### src/rtl/spike_encoder.sv
// Signed spike burst encoder: one value in, |value| spaced pulses out.
// Optional SPIKE_ENC_STATS_EN adds a saturating spike_count port.
module spike_encoder #(
  parameter int VAL_W = 8,
  parameter int GAP_W = 4
) (
  input  logic             clk,
  input  logic             rst_n,
  input  logic             in_valid,
  output logic             in_ready,
  input  logic [VAL_W-1:0] in_value,
  input  logic [GAP_W-1:0] gap_cfg,
  input  logic             abort,
  output logic             spike_out,
  output logic             sign_out,
  output logic             busy,
  output logic             done
`ifdef SPIKE_ENC_STATS_EN
  ,
  output logic [15:0]      spike_count
`endif
);

  typedef enum logic [1:0] {
    IDLE,
    FIRE,
    GAP,
    DONE
  } state_t;

  state_t           state, state_nx;
  logic [VAL_W-1:0] rem, rem_nx;
  logic [GAP_W-1:0] gap, gap_nx;
  logic [GAP_W-1:0] gcnt, gcnt_nx;
  logic             neg, neg_nx;

  logic             accept;
  logic [VAL_W-1:0] mag_in;
  logic [GAP_W-1:0] gap_in;

  assign accept = in_valid & in_ready;

  // -2^(VAL_W-1) maps onto its own bit pattern, read as unsigned
  assign mag_in = in_value[VAL_W-1]
                ? (~in_value + VAL_W'(1))
                : in_value;

  // a zero gap would merge adjacent pulses
  assign gap_in = (gap_cfg == '0) ? GAP_W'(1) : gap_cfg;

  assign in_ready  = (state == IDLE);
  assign spike_out = (state == FIRE);
  assign busy      = (state != IDLE);
  assign done      = (state == DONE);
  assign sign_out  = neg & busy;

  // state and burst registers
  always_ff @(posedge clk or negedge rst_n) begin
    if (!rst_n) begin
      state <= IDLE;
      rem   <= '0;
      gap   <= '0;
      gcnt  <= '0;
      neg   <= 1'b0;
    end else begin
      state <= state_nx;
      rem   <= rem_nx;
      gap   <= gap_nx;
      gcnt  <= gcnt_nx;
      neg   <= neg_nx;
    end
  end

  // next-state: burst sequencing, abort overrides any busy state
  always_comb begin
    state_nx = state;
    rem_nx   = rem;
    gap_nx   = gap;
    gcnt_nx  = gcnt;
    neg_nx   = neg;
    unique case (state)
      IDLE: begin
        if (accept) begin
          rem_nx   = mag_in;
          gap_nx   = gap_in;
          neg_nx   = in_value[VAL_W-1];
          state_nx = (mag_in == '0) ? DONE : FIRE;
        end
      end
      FIRE: begin
        rem_nx   = rem - VAL_W'(1);
        gcnt_nx  = gap;
        state_nx = (rem == VAL_W'(1)) ? DONE : GAP;
      end
      GAP: begin
        if (gcnt <= GAP_W'(1)) begin
          state_nx = FIRE;
        end else begin
          gcnt_nx = gcnt - GAP_W'(1);
        end
      end
      DONE: begin
        state_nx = IDLE;
      end
      default: begin
        state_nx = IDLE;
      end
    endcase
    if (abort && (state != IDLE)) begin
      state_nx = IDLE;
    end
  end

`ifdef SPIKE_ENC_STATS_EN
  // total spikes since reset, sticks at all-ones
  always_ff @(posedge clk or negedge rst_n) begin
    if (!rst_n) begin
      spike_count <= '0;
    end else if ((state == FIRE) &&
                 (spike_count != 16'hFFFF)) begin
      spike_count <= spike_count + 16'd1;
    end
  end
`endif

endmodule

### config.mk
export PLATFORM = sky130hd
export DESIGN_NAME = spike_encoder
export DESIGN_NICKNAME = d
export VERILOG_FILES = /design/src/rtl/spike_encoder.sv
export SDC_FILE = /design/constraint.sdc
export NUM_CORES = 1
export LEC_CHECK = 0
export CORE_MARGIN = 4
export CORE_UTILIZATION = 54
export CTS_BUF_LIST = sky130_fd_sc_hd__clkbuf_4 sky130_fd_sc_hd__clkbuf_8 sky130_fd_sc_hd__clkbuf_16
export CTS_CLUSTER_SIZE = 16
export DETAILED_ROUTE_END_ITERATION = 10
export HOLD_SLACK_MARGIN = 0.06
export PLACE_DENSITY = 0.8
export SYNTH_ARGS = -nofsm -noshare
export SYNTH_HDL_FRONTEND = slang
export SYNTH_SLANG_ARGS = --single-unit
### constraint.sdc
create_clock -name clk -period 1.8 [get_ports clk]
set_input_delay 0.18 -clock clk [delete_from_list [all_inputs] [get_ports clk]]
set_output_delay 0.18 -clock clk [all_outputs]
set_load 0.01 [all_outputs]
==> summary.md, run 1 <==
| Metric | Value |
|---|---|
| Status | `finished, final reports clean` |
| Worst Skew | `0.00745 ns` |
| Antenna diodes | `0` |
| Starting density of the core | `56.8%` |
| Clock transition at path regs | `0.12 ns` |
| Post-Syn Area per Cell | `8.60 sq um` |
| Setup TNS | `0 ns` |
| Number of synthesized flops with an enable pin | `0` |
| First-pass GRT wire length | `5780 microns` |
| Post-route DRC violation count | `0` |
| Post-synth ARST share | `100%` |
| Clk Latency, worst-skew pair | `0.31 ns` |
| Routed via count | `1386` |
| Non-Filler Instances | `234` |
| Cell row count | `18` |
| CP Class | `flip-flop to flip-flop` |
| Mapped cell area | `0.00142 sq mm` |
| Synth top area share | `33.5%` |
| Fin util | `73.8%` |
| Num CTS Buffers | `3` |
| Synth area leaders | `dfrtp_1 (34%), nand2_1 (5.0%), ha_1 (4.4%)` |
| Sequential fraction of design power | `36.5%` |
| Clock Power Share | `9.6%` |
| Critical path's slowest cell | `dfrtp_2` |
| Crit share post-route | `95.4%` |
| Max-slew violations | `0` |
| Vias in the first global route | `1309` |
| Grt ovf | `0` |
| Combinational fraction of design power | `53.9%` |
| Yosys cell types | `55` |
| Area grow syn2layout | `30.0%` |
| First-pass DRT Iterations | `4` |
| DP HPWL | `2570 microns` |
| Seq/Total Area, Yosys | `33.5%` |
| # clock sinks | `19` |
| Inst Count DP | `228` |
| Die ar. | `0.00351 sq mm` |
| P_sw | `0.995 mW` |
| Worst Setup Start Kind | `flip-flop` |
| Final setup fails | `0` |
| Max VDD drop | `0.000791 V` |
| Die H | `59.3 microns` |
| Routed length per instance | `15.0 microns` |
| Drt initial violations | `101` |
| Layout cells sized above 1 | `23.5%` |
| CP required | `2.01 ns` |
| Minimum clock period after layout | `1.72 ns` |
| Worst-case clock buffer depth | `2` |
| Placer congestion estimate | `0.943` |
| Top_reg_cell synth | `dfrtp_1` |
| CP arrival | `1.93 ns` |
| Lkg Pwr | `0.837 nW` |
| YS warnings | `0` |
| Vias/cell | `5.92` |
| Peak fanout along the critical path | `6` |
| Total detailed-routing wirelength | `3510 microns` |
| Hold Crit Class | `input pin to asynchronous set/reset pin` |
| # port buffers | `20` |
| Number of max-cap violations | `0` |
| P_int | `1.34 mW` |
| Mapped Cells | `165` |
| Root Driver | `clkbuf_4` |
| R2R cell count | `6` |
| Routed Antenna Nets | `0` |
| F_max | `582 MHz` |
| Syn_nets | `186` |
| Final Hold Fails | `0` |
| Max_slew headroom | `73.3%` |
| Chip width | `59.3 microns` |
| Ports | `21` |
| Leading cell types by count after synthesis | `dfrtp_1 (19), nand2_1 (19), inv_1 (12)` |
| Initial antenna violation count | `0` |
| Largest net degree at the start of global routing | `20` |
| Nature of the critical path endpoint | `flip-flop` |
| Core area | `0.00250 sq mm` |
| Hold_buf cts | `0` |
| Switching part of the total | `42.7%` |
| Synth area leader | `dfrtp_1` |
| #FFs+latches synth | `19` |
| H-tree depth | `1` |
| CTS tree | `done` |
| Pwr dens | `1260 mW/mm^2` |
| Nets@finish | `226` |
| CP max stage delay | `0.43 ns` |
| CP Cell Sequence | `inv_1 > ha_1 > nor2_1 > o31a_1 > mux2_2 > o221a_2` |
| Least-Margin Pin Slew | `0.391 ns` |
| Total GRT Usage | `21.7%` |
## state kept, by name (all words and copies together) (netlist names)
name	count
rem	8
gap	4
gcnt	4
neg	1
state	2
## layer usage
layer | up-vias | wire length [microns] | track usage (%)
met4 | 0 | 69 | 9.39
met1 | 648 | 1530 | 27.7
li1 | 672 | - | -
met2 | 59 | 1700 | 36.2
met3 | 7 | 213 | 3.05
met5 | - | 0 | 0
## through the flow
stage / instance area (sq um) / hold WS, ns / worst slack, ns / power [mW]
2_1_floorplan: 1420 / -0.116 / 0.163 / 1.62
3_3_place_gp: 1770 / 0.454 / -0.0566 / 2.00
3_5_place_dp: 1770 / 0.464 / -0.137 / 2.06
4_1_cts: 1820 / 0.186 / 0.0270 / 2.32
5_1_grt: 1840 / 0.192 / -0.0166 / 2.53
6_report: 1840 / 0.191 / 0.0829 / 2.33
## power groups by stage
| stage | clock (mW) | combinational (mW) | sequential (mW) |
|---|---|---|---|
| global placement | 0 | 1.16 | 0.847 |
| floorplan | 0 | 0.850 | 0.773 |
| global route | 0.248 | 1.40 | 0.883 |
| detailed placement | 0 | 1.20 | 0.862 |
| CTS | 0.235 | 1.25 | 0.838 |
| finish | 0.223 | 1.26 | 0.852 |
## repair_timing
action	CTS	global route
setup buffers	2	0
pin swaps	0	4
resized for setup	7	5
setup endpoints to repair	5	4
## worst max-delay path, delay by kind of cell, from the launching register on
family	cells	cell delay [ns]
mux	1	0.34
flops	1	0.43
fa+ha+maj	1	0.22
buf+inv	1	0.06
simple gates	1	0.15
compound gates	2	0.41
## worst paths after layout
path	startpoint	endpoint	slack, ns
min in group clk	gap_cfg[1]	gap[1]$_DFFE_PN0P_	0.43
setup reg to reg	gcnt[0]$_DFFE_PN0P_	gcnt[1]$_DFFE_PN0P_	0.08
hold / removal	rst_n	gcnt[1]$_DFFE_PN0P_	0.19
setup / recovery	gcnt[0]$_DFFE_PN0P_	gcnt[1]$_DFFE_PN0P_	0.08
hold reg to reg	neg$_DFFE_PN0P_	neg$_DFFE_PN0P_	0.49
max in group asynchronous	rst_n	state[1]$_DFFE_PN0P_	1.38
## cells in the final DEF (no fill, tap or decap), drive strengths merged, types with 2 or more instances in the layout
cell type       n
buf            23
nand2          19
dfrtp          19
clkdlybuf4s50  16
inv            12
nor2           12
a21oi          11
o21ai           9
nor3            8
nand2b          5
ha              5
xor2            4
nand3           4
mux2i           4
nor2b           4
mux2            3
clkbuf          3
nor4            3
a221oi          3
o31ai           3
o211ai          2
xnor2           2
a22oi           2
o22ai           2
dlymetal6s2s    2
dlygate4sd2     2
nor3b           2
or3             2
o31a            2
nor4bb          2
## logic make-up after synthesis
| family | share of synthesized area, % |
|---|---|
| simple gates | 25.1 |
| compound gates | 21.6 |
| buf+inv | 6.44 |
| flops | 33.5 |
| mux | 5.20 |
| xor+xnor | 3.70 |
| fa+ha+maj | 4.41 |
## area by class of cell
cell class                      instances  area [sq um]
Multi-Input combinational cell        126           876
Fill cell                             174           656
Sequential cell                        19           479
Timing Repair Buffer                   43           379
Inverter                               12          45.0
Tap cell                               30          37.5
Clock buffer                            3          22.5
Clock inverter                          1          5.00
Note: power is estimated with default switching activity, not from simulation.
==> inputs of run 2 (changes only) <==
--- a/config.mk
+++ b/config.mk
@@ -11,7 +11,7 @@
 export CTS_CLUSTER_SIZE = 16
 export DETAILED_ROUTE_END_ITERATION = 10
 export HOLD_SLACK_MARGIN = 0.06
-export PLACE_DENSITY = 0.8
+export PLACE_DENSITY = 0.88
 export SYNTH_ARGS = -nofsm -noshare
 export SYNTH_HDL_FRONTEND = slang
 export SYNTH_SLANG_ARGS = --single-unit
==> summary.md, run 2 (same netlist as run 1, synthesis figures left out) <==
| Metric | Value |
|---|---|
| Vias in the first global route | `1421 (was 1309)` |
| Sequential fraction of design power | `36.8% (was 36.5%)` |
| Cell row count | `18 (unchanged)` |
| Vias/cell | `6.01 (was 5.92)` |
| Worst-case clock buffer depth | `2 (unchanged)` |
| Nets@finish | `226 (unchanged)` |
| CP required | `2.01 ns (about the same)` |
| Antenna diodes | `0 (unchanged)` |
| P_sw | `1.05 mW (was 0.995 mW)` |
| Routed length per instance | `16.1 microns (was 15.0 microns)` |
| # port buffers | `20 (unchanged)` |
| Max_slew headroom | `68.4% (was 73.3%)` |
| Least-Margin Pin Slew | `0.463 ns (was 0.391 ns)` |
| Fin util | `72.9% (was 73.8%)` |
| Routed via count | `1407 (was 1386)` |
| Largest net degree at the start of global routing | `20 (unchanged)` |
| Final setup fails | `0 (unchanged)` |
| Layout cells sized above 1 | `23.5% (unchanged)` |
| Clk Latency, worst-skew pair | `0.31 ns (about the same)` |
| Worst Setup Start Kind | `flip-flop (unchanged)` |
| Core area | `0.00250 sq mm (unchanged)` |
| Routed Antenna Nets | `0 (unchanged)` |
| Pwr dens | `1310 mW/mm^2 (was 1260 mW/mm^2)` |
| Max VDD drop | `0.000863 V (was 0.000791 V)` |
| Die ar. | `0.00351 sq mm (unchanged)` |
| Placer congestion estimate | `0.926 (was 0.943)` |
| Top Registers | `rem: 8 flops, gap: 4 flops, gcnt: 4 flops (unchanged)` |
| Reg with most FFs | `rem (unchanged)` |
| Post-route DRC violation count | `0 (unchanged)` |
| Drt initial violations | `57 (was 101)` |
| First-pass DRT Iterations | `4 (unchanged)` |
| Non-Filler Instances | `234 (unchanged)` |
| Ports | `21 (unchanged)` |
| Total detailed-routing wirelength | `3760 microns (was 3510 microns)` |
| Status | `finished, final reports clean (unchanged)` |
| Number of max-cap violations | `0 (unchanged)` |
| Clock transition at path regs | `0.12 ns (about the same)` |
| Total GRT Usage | `24.4% (was 21.7%)` |
| Lkg Pwr | `0.817 nW (was 0.837 nW)` |
| H-tree depth | `1 (unchanged)` |
| CP delay by family, top | `flip-flops (unchanged)` |
| Initial antenna violation count | `0 (unchanged)` |
| Num CTS Buffers | `3 (unchanged)` |
| Die H | `59.3 microns (unchanged)` |
| Final Hold Fails | `0 (unchanged)` |
| Combinational fraction of design power | `53.4% (was 53.9%)` |
| Root Driver | `clkbuf_4 (unchanged)` |
| Area grow syn2layout | `28.4% (was 30.0%)` |
| P_int | `1.33 mW (was 1.34 mW)` |
| DP HPWL | `2760 microns (was 2570 microns)` |
| Most common cell after layout, fill and taps aside | `buf_4 (unchanged)` |
| CTS tree | `done (unchanged)` |
| Peak fanout along the critical path | `6 (unchanged)` |
| Max-slew violations | `0 (unchanged)` |
| Starting density of the core | `56.8% (unchanged)` |
| Number of buffers and inverters on the critical path | `1 (unchanged)` |
| Worst reg2reg setup slack | `0.08 ns (about the same)` |
| CP Cell Sequence | `inv_1 > ha_1 > nor2_1 > o31a_1 > mux2_2 > o221a_2 (unchanged)` |
| Critical path's slowest cell | `dfrtp_2 (unchanged)` |
| F_max | `580 MHz (was 582 MHz)` |
| CP Class | `flip-flop to flip-flop (unchanged)` |
| Most frequent cells in the layout | `buf_4 (23), nand2_1 (19), dfrtp_1 (16), clkdlybuf4s50_1 (16) (was buf_4 (22), nand2_1 (19), dfrtp_1 (16), clkdlybuf4s50_1 (16))` |
| Worst Skew | `0.000973 ns (was 0.00745 ns)` |
| Chip width | `59.3 microns (unchanged)` |
| First-pass GRT wire length | `6450 microns (was 5780 microns)` |
| RSZ-0062 raised after global routing | `no` |
| Inst Count DP | `227 (was 228)` |
| Max reg flops | `8 (unchanged)` |
| Nature of the critical path endpoint | `flip-flop (unchanged)` |
| CP max stage delay | `0.43 ns (about the same)` |
| Switching part of the total | `44.2% (was 42.7%)` |
| Hold Crit Class | `input pin to asynchronous set/reset pin (unchanged)` |
| # clock sinks | `19 (unchanged)` |
| Crit share post-route | `95.7% (was 95.4%)` |
| CP arrival | `1.94 ns (was 1.93 ns)` |
| Grt ovf | `0 (unchanged)` |
| Minimum clock period after layout | `1.72 ns (about the same)` |
| Clock Power Share | `9.8% (was 9.6%)` |
-- run 2: cell count changes in the layout (fill, tap and decap cells not counted), sizes merged --
cell	previous run	this run
dlygate4sd2	2	4
dlymetal6s2s	2	0
-- run 2: per-stage QoR --
stage | power (mW) | setup TNS, ns | setup slack (ns) | hold slack (ns) | instance area, sq um
final | 2.38 | 0 | 0.0771 | 0.189 | 1820
after global routing | 2.57 | 0 | 0.00425 | 0.200 | 1820
after CTS | 2.34 | 0 | 0.0446 | 0.183 | 1820
after detailed placement | 2.08 | -0.203 | -0.187 | 0.483 | 1760
after global placement | 1.99 | -0.0464 | -0.0464 | 0.461 | 1760
after floorplan | 1.62 | 0 | 0.163 | -0.116 | 1420
-- run 2: layout make-up --
cell class	count	area [sq um]
multi-input combinational	126	865
fill	181	678
sequential	19	479
timing repair buffer	43	368
inverter	12	45.0
tap	30	37.5
clock buffer	3	22.5
clock inverter	1	5.00
-- run 2: power by group through the flow --
stage / Sequential [mW] / Combinational [mW] / Clock (mW)
after floorplan: 0.773 / 0.850 / 0
after global placement: 0.854 / 1.14 / 0
after detailed placement: 0.875 / 1.21 / 0
after CTS: 0.855 / 1.25 / 0.240
after global routing: 0.910 / 1.40 / 0.257
final: 0.876 / 1.27 / 0.233
-- run 2: final timing paths --
kind,from,to,depth (start not counted)
hold reg to reg,neg$_DFFE_PN0P_,neg$_DFFE_PN0P_,2
max in group asynchronous,rst_n,state[1]$_DFFE_PN0P_,2
setup / recovery,gcnt[0]$_DFFE_PN0P_,gcnt[1]$_DFFE_PN0P_,6
setup reg to reg,gcnt[0]$_DFFE_PN0P_,gcnt[1]$_DFFE_PN0P_,6
min in group clk,gap_cfg[2],gap[2]$_DFFE_PN0P_,3
hold / removal,rst_n,gcnt[1]$_DFFE_PN0P_,2
-- run 2: timing repair --
item / CTS / global route
setup endpoints to repair: 6 / 2
buffers inserted: 3 / 0
endpoints found under the hold margin: 0 / 0
resized for setup: 9 / 2
hold buffers: 0 / 0
-- run 2: layer usage --
| metal | share of wire, % | global-route usage (%) | up-vias | wire (microns) |
|---|---|---|---|---|
| li1 | - | - | 672 | - |
| met1 | 41 | 29.8 | 677 | 1550 |
| met2 | 52 | 41.0 | 48 | 1970 |
| met3 | 3.7 | 3.49 | 10 | 139 |
| met4 | 2.7 | 12.9 | 0 | 100 |
| met5 | 0 | 0 | - | 0 |
-- run 2: worst reg2reg max path: cells and delay by family (launching register included) --
family          cells  cell delay [ns]
mux                 1             0.34
compound gates      2             0.41
buf+inv             1             0.07
fa+ha+maj           1             0.22
simple gates        1             0.16
flops               1             0.43
==> inputs of run 3 (changes only) <==
--- a/config.mk
+++ b/config.mk
@@ -8,10 +8,12 @@
 export CORE_MARGIN = 4
 export CORE_UTILIZATION = 54
 export CTS_BUF_LIST = sky130_fd_sc_hd__clkbuf_4 sky130_fd_sc_hd__clkbuf_8 sky130_fd_sc_hd__clkbuf_16
+export CTS_CLUSTER_DIAMETER = 200
 export CTS_CLUSTER_SIZE = 16
 export DETAILED_ROUTE_END_ITERATION = 10
 export HOLD_SLACK_MARGIN = 0.06
 export PLACE_DENSITY = 0.88
+export SETUP_SLACK_MARGIN = 0.3
 export SYNTH_ARGS = -nofsm -noshare
 export SYNTH_HDL_FRONTEND = slang
 export SYNTH_SLANG_ARGS = --single-unit
==> summary.md, run 3 (same netlist as run 1, synthesis figures left out) <==
| Metric | Value |
|---|---|
| Die ar. | `0.00351 sq mm (unchanged)` |
| Least-Margin Pin Slew | `0.370 ns (was 0.463 ns)` |
| M3 GR Usage | `3.05% (was 3.49%)` |
| CP delay by family, top | `flip-flops (unchanged)` |
| CP Class | `flip-flop to flip-flop (unchanged)` |
| P_sw | `1.27 mW (was 1.05 mW)` |
| Switching part of the total | `43.9% (was 44.2%)` |
| Peak fanout along the critical path | `4 (was 6)` |
| Max-slew violations | `0 (unchanged)` |
| CP arrival | `1.81 ns (was 1.94 ns)` |
| Clock Power Share | `8.2% (was 9.8%)` |
| Starting density of the core | `56.8% (unchanged)` |
| Nature of the critical path endpoint | `flip-flop (unchanged)` |
| Routed via count | `1547 (was 1407)` |
| Layout cells sized above 1 | `38.7% (was 23.5%)` |
| Core area | `0.00250 sq mm (unchanged)` |
| Critical Path Start | `gcnt[0]$_DFFE_PN0P_ (unchanged)` |
| Num CTS Buffers | `3 (unchanged)` |
| Grt ovf | `0 (unchanged)` |
| CP max stage delay | `0.48 ns (was 0.43 ns)` |
| Vias in the first global route | `1445 (was 1421)` |
| Post-route DRC violation count | `0 (unchanged)` |
| GR peak layer | `met2 (unchanged)` |
| Pwr dens | `1410 mW/mm^2 (was 1310 mW/mm^2)` |
| Fin area | `0.00205 sq mm (was 0.00182 sq mm)` |
| P_int | `1.63 mW (was 1.33 mW)` |
| Nets@finish | `239 (was 226)` |
| Hold Crit Class | `input pin to asynchronous set/reset pin (unchanged)` |
| Met2 GRT Util | `45.7% (was 41.0%)` |
| WP depth | `6 (unchanged)` |
| H-tree depth | `1 (unchanged)` |
| Worst Setup Start Kind | `flip-flop (unchanged)` |
| Area grow syn2layout | `44.6% (was 28.4%)` |
| RSZ-0062 raised after global routing | `yes (was no)` |
| Number of buffers and inverters on the critical path | `1 (unchanged)` |
| # clock sinks | `19 (unchanged)` |
| Sequential fraction of design power | `31.3% (was 36.8%)` |
| Die H | `59.3 microns (unchanged)` |
| # port buffers | `20 (unchanged)` |
| Max_slew headroom | `75.3% (was 68.4%)` |
| First-pass GRT wire length | `6870 microns (was 6450 microns)` |
| Met1 Track Usage GR | `31.6% (was 29.8%)` |
| Largest net degree at the start of global routing | `20 (unchanged)` |
| Final setup fails | `0 (unchanged)` |
| Pre-CTS setup slack | `-0.231 ns (was -0.187 ns)` |
| Most common cell after layout, fill and taps aside | `buf_4 (unchanged)` |
| Fill cells | `133 (was 181)` |
| Setup TNS | `0 ns (unchanged)` |
| Antenna diodes | `0 (unchanged)` |
| Worst Skew | `0.00697 ns (was 0.000973 ns)` |
| Top Registers | `rem: 8 flops, gap: 4 flops, gcnt: 4 flops (unchanged)` |
| Cell row count | `18 (unchanged)` |
| Clk Latency, worst-skew pair | `0.32 ns (was 0.31 ns)` |
| Worst reg2reg setup slack | `0.21 ns (was 0.08 ns)` |
| FF-to-FF End | `gcnt[1]$_DFFE_PN0P_ (unchanged)` |
| Crit share post-route | `88.4% (was 95.7%)` |
| Minimum clock period after layout | `1.59 ns (was 1.72 ns)` |
| Routed length per instance | `18.4 microns (was 16.1 microns)` |
| Critical path's slowest cell | `dfrtp_2 (unchanged)` |
| End point of the critical path | `gcnt[1]$_DFFE_PN0P_ (unchanged)` |
| Status | `finished, final reports clean (unchanged)` |
| Max reg flops | `8 (unchanged)` |
| F_max | `629 MHz (was 580 MHz)` |
| Most frequent cells in the layout | `buf_4 (32), nand2_1 (19), dfrtp_1 (14), clkdlybuf4s50_1 (13), nor2_1 (10) (was buf_4 (23), nand2_1 (19), dfrtp_1 (16), clkdlybuf4s50_1 (16))` |
| Worst r2r src | `gcnt[0]$_DFFE_PN0P_ (unchanged)` |
| Final Hold Fails | `0 (unchanged)` |
| Clock transition at path regs | `0.13 ns (was 0.12 ns)` |
| Lkg Pwr | `0.901 nW (was 0.817 nW)` |
| Placed cell areas | `0.00176 sq mm (about the same)` |
| CTS tree | `done (unchanged)` |
| Chip width | `59.3 microns (unchanged)` |
| Initial antenna violation count | `0 (unchanged)` |
| Total GRT Usage | `26.2% (was 24.4%)` |
| Worst setup margin | `0.209 ns (was 0.0771 ns)` |
| Combinational fraction of design power | `60.4% (was 53.4%)` |
| Drt initial violations | `86 (was 57)` |
| Inst Count DP | `225 (was 227)` |
| Non-Filler Instances | `247 (was 234)` |
| CP Cell Sequence | `inv_2 > ha_4 > nor2_2 > o31a_1 > mux2_4 > o221a_4 (was inv_1 > ha_1 > nor2_1 > o31a_1 > mux2_2 > o221a_2)` |
| Placer congestion estimate | `0.914 (was 0.926)` |
| First-pass DRT Iterations | `5 (was 4)` |
| Number of max-cap violations | `0 (unchanged)` |
| Routed Antenna Nets | `0 (unchanged)` |
| Reg with most FFs | `rem (unchanged)` |
| Ports | `21 (unchanged)` |
| Vias/cell | `6.26 (was 6.01)` |
| Max VDD drop | `0.00105 V (was 0.000863 V)` |
| Worst-case clock buffer depth | `2 (unchanged)` |
| R2R cell count | `6 (unchanged)` |
| Root Driver | `clkbuf_4 (unchanged)` |
| CP required | `2.02 ns (was 2.01 ns)` |
| Tot Pwr | `2.90 mW (was 2.38 mW)` |
| DP HPWL | `2900 microns (was 2760 microns)` |
| Total detailed-routing wirelength | `4540 microns (was 3760 microns)` |
==> run 3: area by class of cell <==
class | count | area (sq um) | share of cell area (%)
multi-input cells | 126 | 987 | 48.1
flip-flops and latches | 19 | 482 | 23.5
repair buffers | 56 | 470 | 22.9
inverters | 12 | 47.5 | 2.32
well taps | 30 | 37.5 | 1.83
clock buffers | 3 | 22.5 | 1.10
clock inverters | 1 | 5.00 | 0.244
==> run 3: how the worst min path moves through the flow <==
stage	endpoint	startpoint	cells past startpoint
5_1_grt	rem[6]$_DFFE_PN0P_	rst_n	2
3_3_place_gp	neg$_DFFE_PN0P_	neg$_DFFE_PN0P_	2
6_report	rem[6]$_DFFE_PN0P_	rst_n	2
2_1_floorplan	gap[0]$_DFFE_PN0P_	rst_n	0
4_1_cts	rem[6]$_DFFE_PN0P_	rst_n	2
3_5_place_dp	gap[2]$_DFFE_PN0P_	gap[2]$_DFFE_PN0P_	2
==> run 3: metrics by stage <==
stage	hold slack [ns]	util (%)
2_1_floorplan	-0.116	-
3_3_place_gp	0.457	70.5
3_5_place_dp	0.472	70.5
4_1_cts	0.197	78.4
5_1_grt	0.184	82.1
6_report	0.186	82.1
==> run 3: routing by layer <==
metal	part of all wire, %	vias up
met5	0	-
met4	3.8	0
met3	7.1	19
met2	50	88
met1	39	738
li1	-	702
==> run 3: power groups by stage <==
stage	Sequential (mW)	Clock (mW)	Combinational, mW
after CTS	0.885	0.234	1.48
after detailed placement	0.883	0	1.22
after floorplan	0.778	0	0.888
after global routing	0.935	0.259	1.88
after global placement	0.861	0	1.16
final	0.909	0.239	1.75
==> run 3: timing repair <==
action,in CTS,in global routing
gates resized for setup,31,19
endpoints found under the setup margin,11,16
hold endpoints to repair,0,0
pin swaps,5,3
buffers inserted,11,7
hold buffers,0,0
